--- src/rtl/traffic_light_pkg.sv ---
`default_nettype none
// ============================================================================
// Module   : traffic_light_pkg
// Purpose  : Shared phase type and lamp encoding for the intersection controller
// Revision : 1.0
// ============================================================================
package traffic_light_pkg;

    typedef enum logic [1:0] {ALL_RED, GREEN, YELLOW} light_state_e;

    // Lamp triplet ordering is {red, yellow, green}
    localparam logic [2:0] LAMP_RED    = 3'b100;
    localparam logic [2:0] LAMP_YELLOW = 3'b010;
    localparam logic [2:0] LAMP_GREEN  = 3'b001;

    function automatic logic [2:0] lamp_code(input light_state_e s);
        case (s)
            GREEN:   return LAMP_GREEN;
            YELLOW:  return LAMP_YELLOW;
            default: return LAMP_RED;
        endcase
    endfunction

endpackage
`default_nettype wire

--- src/rtl/traffic_rr_pick.sv ---
`default_nettype none
// ============================================================================
// Module   : traffic_rr_pick
// Purpose  : Combinational round-robin / pre-emption approach selector
// Revision : 1.0
// ============================================================================
module traffic_rr_pick #(
    parameter int NUM_DIR = 4,
    parameter int DIR_W   = 2
) (
    input  logic [NUM_DIR-1:0] car_req,
    input  logic [DIR_W-1:0]   cur_dir,
    input  logic               emg_valid,
    input  logic [DIR_W-1:0]   emg_dir,
    output logic [DIR_W-1:0]   next_dir,
    output logic               other_req
);
    import traffic_light_pkg::*;

    int w_idx;

    always_comb begin
        w_idx     = 0;
        other_req = 1'b0;
        next_dir  = (int'(cur_dir) == NUM_DIR - 1) ? '0 : cur_dir + 1'b1;

        // Scan farthest-first so the nearest requester after cur_dir wins
        for (int i = NUM_DIR; i >= 1; i--) begin
            w_idx = int'(cur_dir) + i;
            if (w_idx >= NUM_DIR)
                w_idx = w_idx - NUM_DIR;
            if (car_req[w_idx])
                next_dir = DIR_W'(w_idx);
        end

        for (int i = 0; i < NUM_DIR; i++) begin
            if (car_req[i] && (i != int'(cur_dir)))
                other_req = 1'b1;
        end

        if (emg_valid)
            next_dir = emg_dir;
    end

endmodule
`default_nettype wire

--- src/rtl/traffic_light_ctrl.sv ---
`default_nettype none
// ============================================================================
// Module   : traffic_light_ctrl
// Purpose  : N-way timed intersection controller with emergency pre-emption
// Revision : 1.0
// ============================================================================
module traffic_light_ctrl #(
    parameter int NUM_DIR    = 4,
    parameter int CNT_W      = 16,
    parameter int GREEN_CYC  = 8,
    parameter int YELLOW_CYC = 3,
    parameter int ALLRED_CYC = 2
) (
    input  logic                       clk,
    input  logic                       rstb,
    input  logic                       tick,
    input  logic [NUM_DIR-1:0]         car_req,
    input  logic                       emergency,
    input  logic [$clog2(NUM_DIR)-1:0] emg_dir,
    output logic [NUM_DIR-1:0]         red,
    output logic [NUM_DIR-1:0]         yellow,
    output logic [NUM_DIR-1:0]         green,
    output logic [$clog2(NUM_DIR)-1:0] active_dir,
    output logic                       phase_done
);
    import traffic_light_pkg::*;

    localparam int               DIR_W          = $clog2(NUM_DIR);
    localparam logic [CNT_W-1:0] c_green_load   = CNT_W'(GREEN_CYC - 1);
    localparam logic [CNT_W-1:0] c_yellow_load  = CNT_W'(YELLOW_CYC - 1);
    localparam logic [CNT_W-1:0] c_allred_load  = CNT_W'(ALLRED_CYC - 1);

    light_state_e       r_state, w_state_nx;
    logic [DIR_W-1:0]   r_cur_dir, w_dir_nx;
    logic [CNT_W-1:0]   r_timer, w_timer_nx;
    logic               r_emg_held, w_held_nx;
    logic [NUM_DIR-1:0] r_red, r_yellow, r_green;
    logic [NUM_DIR-1:0] w_red, w_yellow, w_green;
    logic [DIR_W-1:0]   r_active_dir;
    logic               r_phase_done;
    logic               w_emg_valid, w_expiry, w_other_req;
    logic [DIR_W-1:0]   w_next_dir;

    assign w_emg_valid = emergency && (int'(emg_dir) < NUM_DIR);
    assign w_expiry    = tick && (r_timer == '0);

    traffic_rr_pick #(
        .NUM_DIR (NUM_DIR),
        .DIR_W   (DIR_W)
    ) u_pick (
        .car_req   (car_req),
        .cur_dir   (r_cur_dir),
        .emg_valid (w_emg_valid),
        .emg_dir   (emg_dir),
        .next_dir  (w_next_dir),
        .other_req (w_other_req)
    );

    always_comb begin
        w_state_nx = r_state;
        w_dir_nx   = r_cur_dir;
        w_timer_nx = tick ? r_timer - 1'b1 : r_timer;
        w_held_nx  = r_emg_held;
        case (r_state)
            ALL_RED: begin
                if (w_expiry) begin
                    w_state_nx = GREEN;
                    w_dir_nx   = w_next_dir;
                    w_timer_nx = c_green_load;
                    w_held_nx  = 1'b0;
                end
            end
            GREEN: begin
                if (w_emg_valid && (r_cur_dir != emg_dir)) begin
                    w_state_nx = YELLOW;
                    w_timer_nx = c_yellow_load;
                    w_held_nx  = 1'b0;
                end else if (w_emg_valid) begin
                    w_timer_nx = r_timer;
                    w_held_nx  = 1'b1;
                end else if (r_emg_held) begin
                    // Pre-emption just released: grant a full fresh green
                    w_timer_nx = c_green_load;
                    w_held_nx  = 1'b0;
                end else if (w_expiry) begin
                    w_timer_nx = c_green_load;
                    if (w_other_req) begin
                        w_state_nx = YELLOW;
                        w_timer_nx = c_yellow_load;
                    end
                end
            end
            YELLOW: begin
                if (w_expiry) begin
                    w_state_nx = ALL_RED;
                    w_timer_nx = c_allred_load;
                end
            end
            default: begin
                w_state_nx = ALL_RED;
                w_timer_nx = c_allred_load;
                w_held_nx  = 1'b0;
            end
        endcase
    end

    always_comb begin
        w_red    = '1;
        w_yellow = '0;
        w_green  = '0;
        for (int i = 0; i < NUM_DIR; i++) begin
            if (i == int'(w_dir_nx))
                {w_red[i], w_yellow[i], w_green[i]} = lamp_code(w_state_nx);
        end
    end

    always_ff @(posedge clk or negedge rstb) begin
        if (!rstb) begin
            r_state      <= ALL_RED;
            r_cur_dir    <= DIR_W'(NUM_DIR - 1);
            r_timer      <= c_allred_load;
            r_emg_held   <= 1'b0;
            r_red        <= '1;
            r_yellow     <= '0;
            r_green      <= '0;
            r_active_dir <= DIR_W'(NUM_DIR - 1);
            r_phase_done <= 1'b0;
        end else begin
            r_state      <= w_state_nx;
            r_cur_dir    <= w_dir_nx;
            r_timer      <= w_timer_nx;
            r_emg_held   <= w_held_nx;
            r_red        <= w_red;
            r_yellow     <= w_yellow;
            r_green      <= w_green;
            r_active_dir <= w_dir_nx;
            r_phase_done <= (w_state_nx != r_state);
        end
    end

    assign red        = r_red;
    assign yellow     = r_yellow;
    assign green      = r_green;
    assign active_dir = r_active_dir;
    assign phase_done = r_phase_done;

endmodule
`default_nettype wire

--- config.mk ---
export PLATFORM = sky130hd
export DESIGN_NAME = traffic_light_ctrl
export DESIGN_NICKNAME = d
export VERILOG_FILES = /design/src/rtl/traffic_light_pkg.sv /design/src/rtl/traffic_rr_pick.sv /design/src/rtl/traffic_light_ctrl.sv
export SDC_FILE = /design/constraint.sdc
export NUM_CORES = 1
export LEC_CHECK = 0
export ABC_AREA = 0
export CAP_MARGIN = 40
export CORE_MARGIN = 2
export CORE_UTILIZATION = 50
export CTS_CLUSTER_SIZE = 30
export DETAILED_ROUTE_END_ITERATION = 10
export MAX_ROUTING_LAYER = met4
export PLACE_DENSITY_LB_ADDON = 0.15
export SLEW_MARGIN = 20
export SYNTH_ARGS = -nofsm -noshare
export SYNTH_HDL_FRONTEND = slang
export SYNTH_SLANG_ARGS = --single-unit
--- constraint.sdc ---
create_clock -name clk -period 6.45 [get_ports clk]
set_clock_uncertainty 0.1 [all_clocks]
set_input_delay 1.6125 -clock clk [delete_from_list [all_inputs] [get_ports clk]]
set_output_delay 1.6125 -clock clk [all_outputs]
set_load 0.01 [all_outputs]
==> flow_metrics.py, run 1 <==
metrics = {
    "run_status": {
        "status": "finished, final reports clean",
    },
    "critical_path": {
        "cp.arrival_ns": 4.44,
        "cp_max_fo": 11,
        "start_kind": "input pin",
        "path_class": "input pin to flop",
        "worst_setup_path_end_kind": "flop",
        "worst_ep_required_time_ns": 6.54,
    },
    "cells_and_area": {
        "layout_common_cells": "nor2_1, dfrtp_1, clkdlybuf4s50_1, xnor2_1, nand2_1",
        "antenna_cells": 0,
        "fin_nets": 270,
        "final_common_cell": "nor2_1",
        "area_delta_synth_final_pct": 14.8,
        "final_area_mm2": 0.00253,
        "fill_cells": 397,
        "drive_above_1_share_pct": 10.6,
    },
    "global_route": {
        "track_usage_pct": 20.9,
        "grt_pass1_vias": 1734,
        "grt_max_degree": 35,
        "grt_pass1_wl_um": 8030,
        "grt_remaining_overflow": 0,
        "antenna_found_initial": 0,
    },
    "floorplan": {
        "die_y_um": 70.4,
        "io-pin-count": 25,
        "core-area_mm2": 0.00429,
        "die-width_um": 70.4,
        "start_util_pct": 51.3,
        "die_area_mm2": 0.00495,
        "num_rows": 24,
    },
    "route": {
        "ant_nets": 0,
        "drt-total-wl_um": 4670,
        "drt_first_pass_iters": 4,
        "drt-wirelength-per-cell_um": 15.3,
        "vias": 1783,
        "drt_iter0_drc": 115,
        "drc": 0,
        "vias_per_cell": 5.83,
    },
    "synthesis": {
        "async_reset_ff_share_pct": 100,
        "ys_seq_area_share_pct": 39.0,
        "mappedNetlistNets": 251,
        "ys_ff_latch": 34,
        "ys.flop_type": "dfrtp_1",
        "yosys.cell_types.count": 57,
        "synth_edf_count": 0,
        "synth_warnings": 0,
        "syn_area_per_cell_um2": 9.41,
        "synth_area_mm2": 0.00220,
        "yosysTopAreaCell": "dfrtp_1",
        "synth_top_cell_area_share_pct": 30.7,
        "synthTopCellsByArea": "dfrtp_1, dfstp_2, nor2_1",
        "synthCells": 234,
    },
    "cts": {
        "clk_pin_slew_worst_paths_ns": 0.07,
        "ctsResizeCount": 0,
        "h-tree-depth": 2,
        "postCtsHoldBufs": 0,
        "clk_latency_ns": 0.29,
        "cts_tree": "built",
        "numCtsBuffers": 5,
        "clockBufferDepth": 2,
        "cts_root_buf": "clkbuf_8",
        "clock-sinks": 34,
        "cts_setup_buffers": 0,
    },
    "placement": {
        "gp_congestion": 0.890,
        "dpl_cell_area_mm2": 0.00244,
        "io_buffers": 24,
        "post-place-ws_ns": 1.87,
        "hpwlAfterDp_um": 3230,
    },
    "min_path": {
        "hold_class": "flop to flop",
    },
    "sta": {
        "holdWs_ns": 0.463,
        "setup_viol": 0,
        "tightestPinTransition_ns": 0.824,
        "hold_violations": 0,
        "fin_crit_sh_pct": 67.5,
        "finalSetupTns_ns": 0,
        "max_slew_margin_pct": 44.7,
        "period_needed_ns": 4.35,
        "rsz0062_at_grt": "no",
        "maxSlewViolCount": 0,
        "fin_ws_ns": 2.10,
        "fmax_mhz": 230,
    },
    "power": {
        "p_leak_nw": 1.04,
        "powerDensity_mw_per_mm2": 365,
        "peakVddDrop_uv": 189,
    },
    "flow_run": {
        "drv_cap": 0,
    },
}
[state kept, by name, summed over array words and instances, names as in the netlist]
| register | cells |
|---|---|
| active_dir | 2 |
| green | 4 |
| phase_done | 1 |
| r_emg_held | 1 |
| r_state | 2 |
| r_timer | 16 |
| red | 4 |
| yellow | 4 |
[synth_stat cells, types with 5 or more instances]
cell / instances
a211oi_1: 7
a21oi_1: 8
and3_1: 5
buf_4: 5
clkbuf_1: 5
dfrtp_1: 27
dfstp_2: 7
ha_1: 7
inv_1: 7
mux2i_1: 6
nand2_1: 10
nand2b_1: 6
nand3_1: 5
nor2_1: 35
nor3_1: 6
nor4_1: 8
o21ai_0: 7
xnor2_1: 11
[power by group]
part	total [W]	internal [W]	switching (W)
clock network	0.000163	0.0000861	0.0000766
logic	0.000380	0.000177	0.000204
registers	0.000380	0.000285	0.0000947
[critical path, stage by stage]
cell and delay, ns:
clkdlybuf4s50_1 0.65, nor4bb_1 0.40, and4_1 0.49, nor2_1 0.18
a22oi_1 0.27, inv_1 0.09, ha_1 0.32, a211oi_1 0.28
o211ai_1 0.14
[layer usage]
metal  GRT usage (%)  vias to the layer above  wire (µm)
met5               -                        -          0
met4            7.26                        0         71
met2            33.6                       36       2180
met1            25.8                      838       2200
li1                -                      900          -
met3            4.76                        9        218
[layout make-up]
class	count	area [µm²]	share of cell area, %
clock inverter	1	5.00	0.198
sequential	34	860	34.0
clock buffer	7	86.3	3.41
timing repair buffer	25	248	9.80
multi-input combinational	179	1230	48.8
tap	52	65.1	2.57
inverter	8	30.0	1.19
[per-stage QoR]
step | total power (W) | instances | util (%)
2_1_floorplan | 0.000658 | 234 | -
3_3_place_gp | 0.000756 | 298 | 56.8
3_5_place_dp | 0.000759 | 298 | 56.8
4_1_cts | 0.000925 | 306 | 58.9
5_1_grt | 0.000998 | 306 | 58.9
6_report | 0.000923 | 306 | 58.9
[worst paths after layout]
| path | startpoint | to | slack, ns | depth (start not counted) |
|---|---|---|---|---|
| min reg2reg | r_timer[15] | r_timer[15] | 0.46 | 2 |
| max in group asynchronous | rstb | red[0] | 4.28 | 2 |
| min | r_timer[15] | r_timer[15] | 0.46 | 2 |
| max reg2reg | active_dir[1] | yellow[0] | 3.41 | 7 |
| min in group asynchronous | rstb | r_timer[3] | 1.63 | 2 |
| max | tick | red[0] | 2.10 | 9 |
[kinds of logic after synthesis]
| family | synth area share [%] |
|---|---|
| AND/OR/NAND/NOR | 23.1 |
| AO/OA/AOI/OAI | 18.8 |
| flip-flops | 39.0 |
| buffers and inverters | 4.89 |
| XOR/XNOR | 5.97 |
| multiplexers | 4.26 |
| adder cells (fa/ha/maj) | 3.98 |
Note: power is estimated with default switching activity, not from simulation.
==> run 2, diff against run 1 <==
Clock period 6.45 ns to 3.73 ns, I/O delays scaled along.
==> flow_metrics.py, run 2 (same netlist as run 1, synthesis figures left out) <==
metrics = {
    "cells_and_area": {
        "layout_common_cells": "nor2_1, dfrtp_1, clkdlybuf4s50_1, xnor2_1, nand2_1",
        "drive_above_1_share_pct": 13.4,
        "largest_reg_flops": 16,
        "post-route-util_pct": 61.3,
        "fill_cells": 368,
        "fin_nets": 277,
        "antenna_cells": 0,
        "stdcell_count": 313,
        "area_delta_synth_final_pct": 19.5,
        "final_common_cell": "nor2_1",
        "top_register": "r_timer",
    },
    "route": {
        "vias_per_cell": 5.68,
        "vias": 1779,
        "drt-total-wl_um": 4780,
        "wl_met2_um": 2270,
        "ant_nets": 0,
        "met3WireLength_um": 149,
        "drc": 0,
        "drt_iter0_drc": 115,
        "drt-wirelength-per-cell_um": 15.3,
        "topRoutingLayerUsed": "met4",
        "met1_length_um": 2310,
        "drt_first_pass_iters": 4,
    },
    "sta": {
        "hold_violations": 0,
        "setup_viol": 0,
        "period_needed_ns": 3.23,
        "finalSetupTns_ns": 0,
        "fin_crit_sh_pct": 86.7,
        "rsz0062_at_grt": "no",
        "maxSlewViolCount": 0,
        "fmax_mhz": 309,
        "max_slew_margin_pct": 57.7,
        "tightestPinTransition_ns": 0.634,
    },
    "critical_path": {
        "cpPeakStageDelay_ns": 0.48,
        "cp_top_family": "simple AND/OR/NAND/NOR gates",
        "cp_max_fo": 4,
        "crit_chain": "clkdlybuf4s50_1 > nor4bb_1 > and4_1 > nor2_1 > a22oi_1 > inv_1 > ha_1 > a211oi_1 > o211ai_1",
        "cp_num_buf_inv": 2,
        "path_class": "input pin to flop",
        "crit_slowest_cell": "clkdlybuf4s50_1",
        "start_kind": "input pin",
        "worst_setup_path_end_kind": "flop",
        "cp.arrival_ns": 3.33,
        "worst_ep_required_time_ns": 3.83,
    },
    "placement": {
        "dpl.cell_count": 305,
        "gp_congestion": 0.851,
        "hpwlAfterDp_um": 3330,
        "io_buffers": 24,
    },
    "cts": {
        "clk_pin_slew_worst_paths_ns": 0.07,
        "cts_tree": "built",
        "ctsResizeCount": 0,
        "h-tree-depth": 2,
        "clock-sinks": 34,
        "clockBufferDepth": 2,
        "numCtsBuffers": 5,
        "cts_root_buf": "clkbuf_8",
        "clk_latency_ns": 0.29,
        "cts_setup_buffers": 0,
        "postCtsHoldBufs": 0,
    },
    "global_route": {
        "grt_pass1_vias": 1848,
        "track_usage_pct": 22.0,
        "antenna_found_initial": 0,
        "grt_remaining_overflow": 0,
        "grt_pass1_wl_um": 8510,
        "grt_max_degree": 35,
    },
    "power": {
        "peakVddDrop_uv": 388,
        "powerDensity_mw_per_mm2": 661,
        "p_leak_nw": 1.09,
        "p_total_w": 0.00174,
    },
    "floorplan": {
        "start_util_pct": 51.3,
        "die-width_um": 70.4,
        "core-area_mm2": 0.00429,
        "die_area_mm2": 0.00495,
        "die_y_um": 70.4,
        "num_rows": 24,
        "io-pin-count": 25,
    },
    "flow_run": {
        "drv_cap": 0,
    },
    "min_path": {
        "hold_class": "flop to flop",
    },
    "run_status": {
        "status": "finished, final reports clean",
    },
}
==> run 2: power by group <==
part	internal [W]	switching [W]	total (W)
sequential	0.000493	0.000159	0.000652
combinational	0.000310	0.000353	0.000663
clock	0.000285	0.000139	0.000424
total	0.00109	0.000651	0.00174
==> run 2: cell type report <==
cell class,instances,area (µm²),area share (%)
Inverter,8,30.0,1.14
Multi-Input combinational cell,179,1230,46.9
Clock buffer,6,82.6,3.14
Tap cell,52,65.1,2.47
Clock inverter,2,60.1,2.28
Sequential cell,34,860,32.7
Timing Repair Buffer,32,300,11.4
==> run 2: final timing paths <==
kind / slack, ns / to / startpoint / cells after the start
hold reg to reg: 0.47 / r_timer[15] / r_timer[15] / 2
min in group asynchronous: 0.94 / r_timer[2] / rstb / 2
setup / recovery: 0.50 / red[2] / tick / 9
hold / removal: 0.47 / r_timer[15] / r_timer[15] / 2
max in group asynchronous: 2.25 / red[2] / rstb / 2
setup reg to reg: 0.77 / green[2] / active_dir[1] / 7
==> run 2: per-layer routing <==
layer	vias up	global-route usage (%)
li1	902	-
met1	843	28.4
met2	27	34.6
met3	7	4.76
met4	0	7.26
met5	-	-
==> run 2: through the flow <==
stage	instance area, µm²	worst slack [ns]	hold WS [ns]
2_1_floorplan	2200	0.897	0.411
3_3_place_gp	2490	0.251	0.448
3_5_place_dp	2490	0.229	0.468
4_1_cts	2630	0.499	0.475
5_1_grt	2630	0.281	0.500
6_report	2630	0.496	0.470
==> run 2: worst reg2reg max path: stages (launching register included) <==
cell and delay, ns:
dfstp_2 0.70, clkinv_1 0.30, ha_1 0.55, mux2i_1 0.13
o2111ai_1 0.20, o211ai_1 0.28, a211o_1 0.41, a211oi_1 0.19
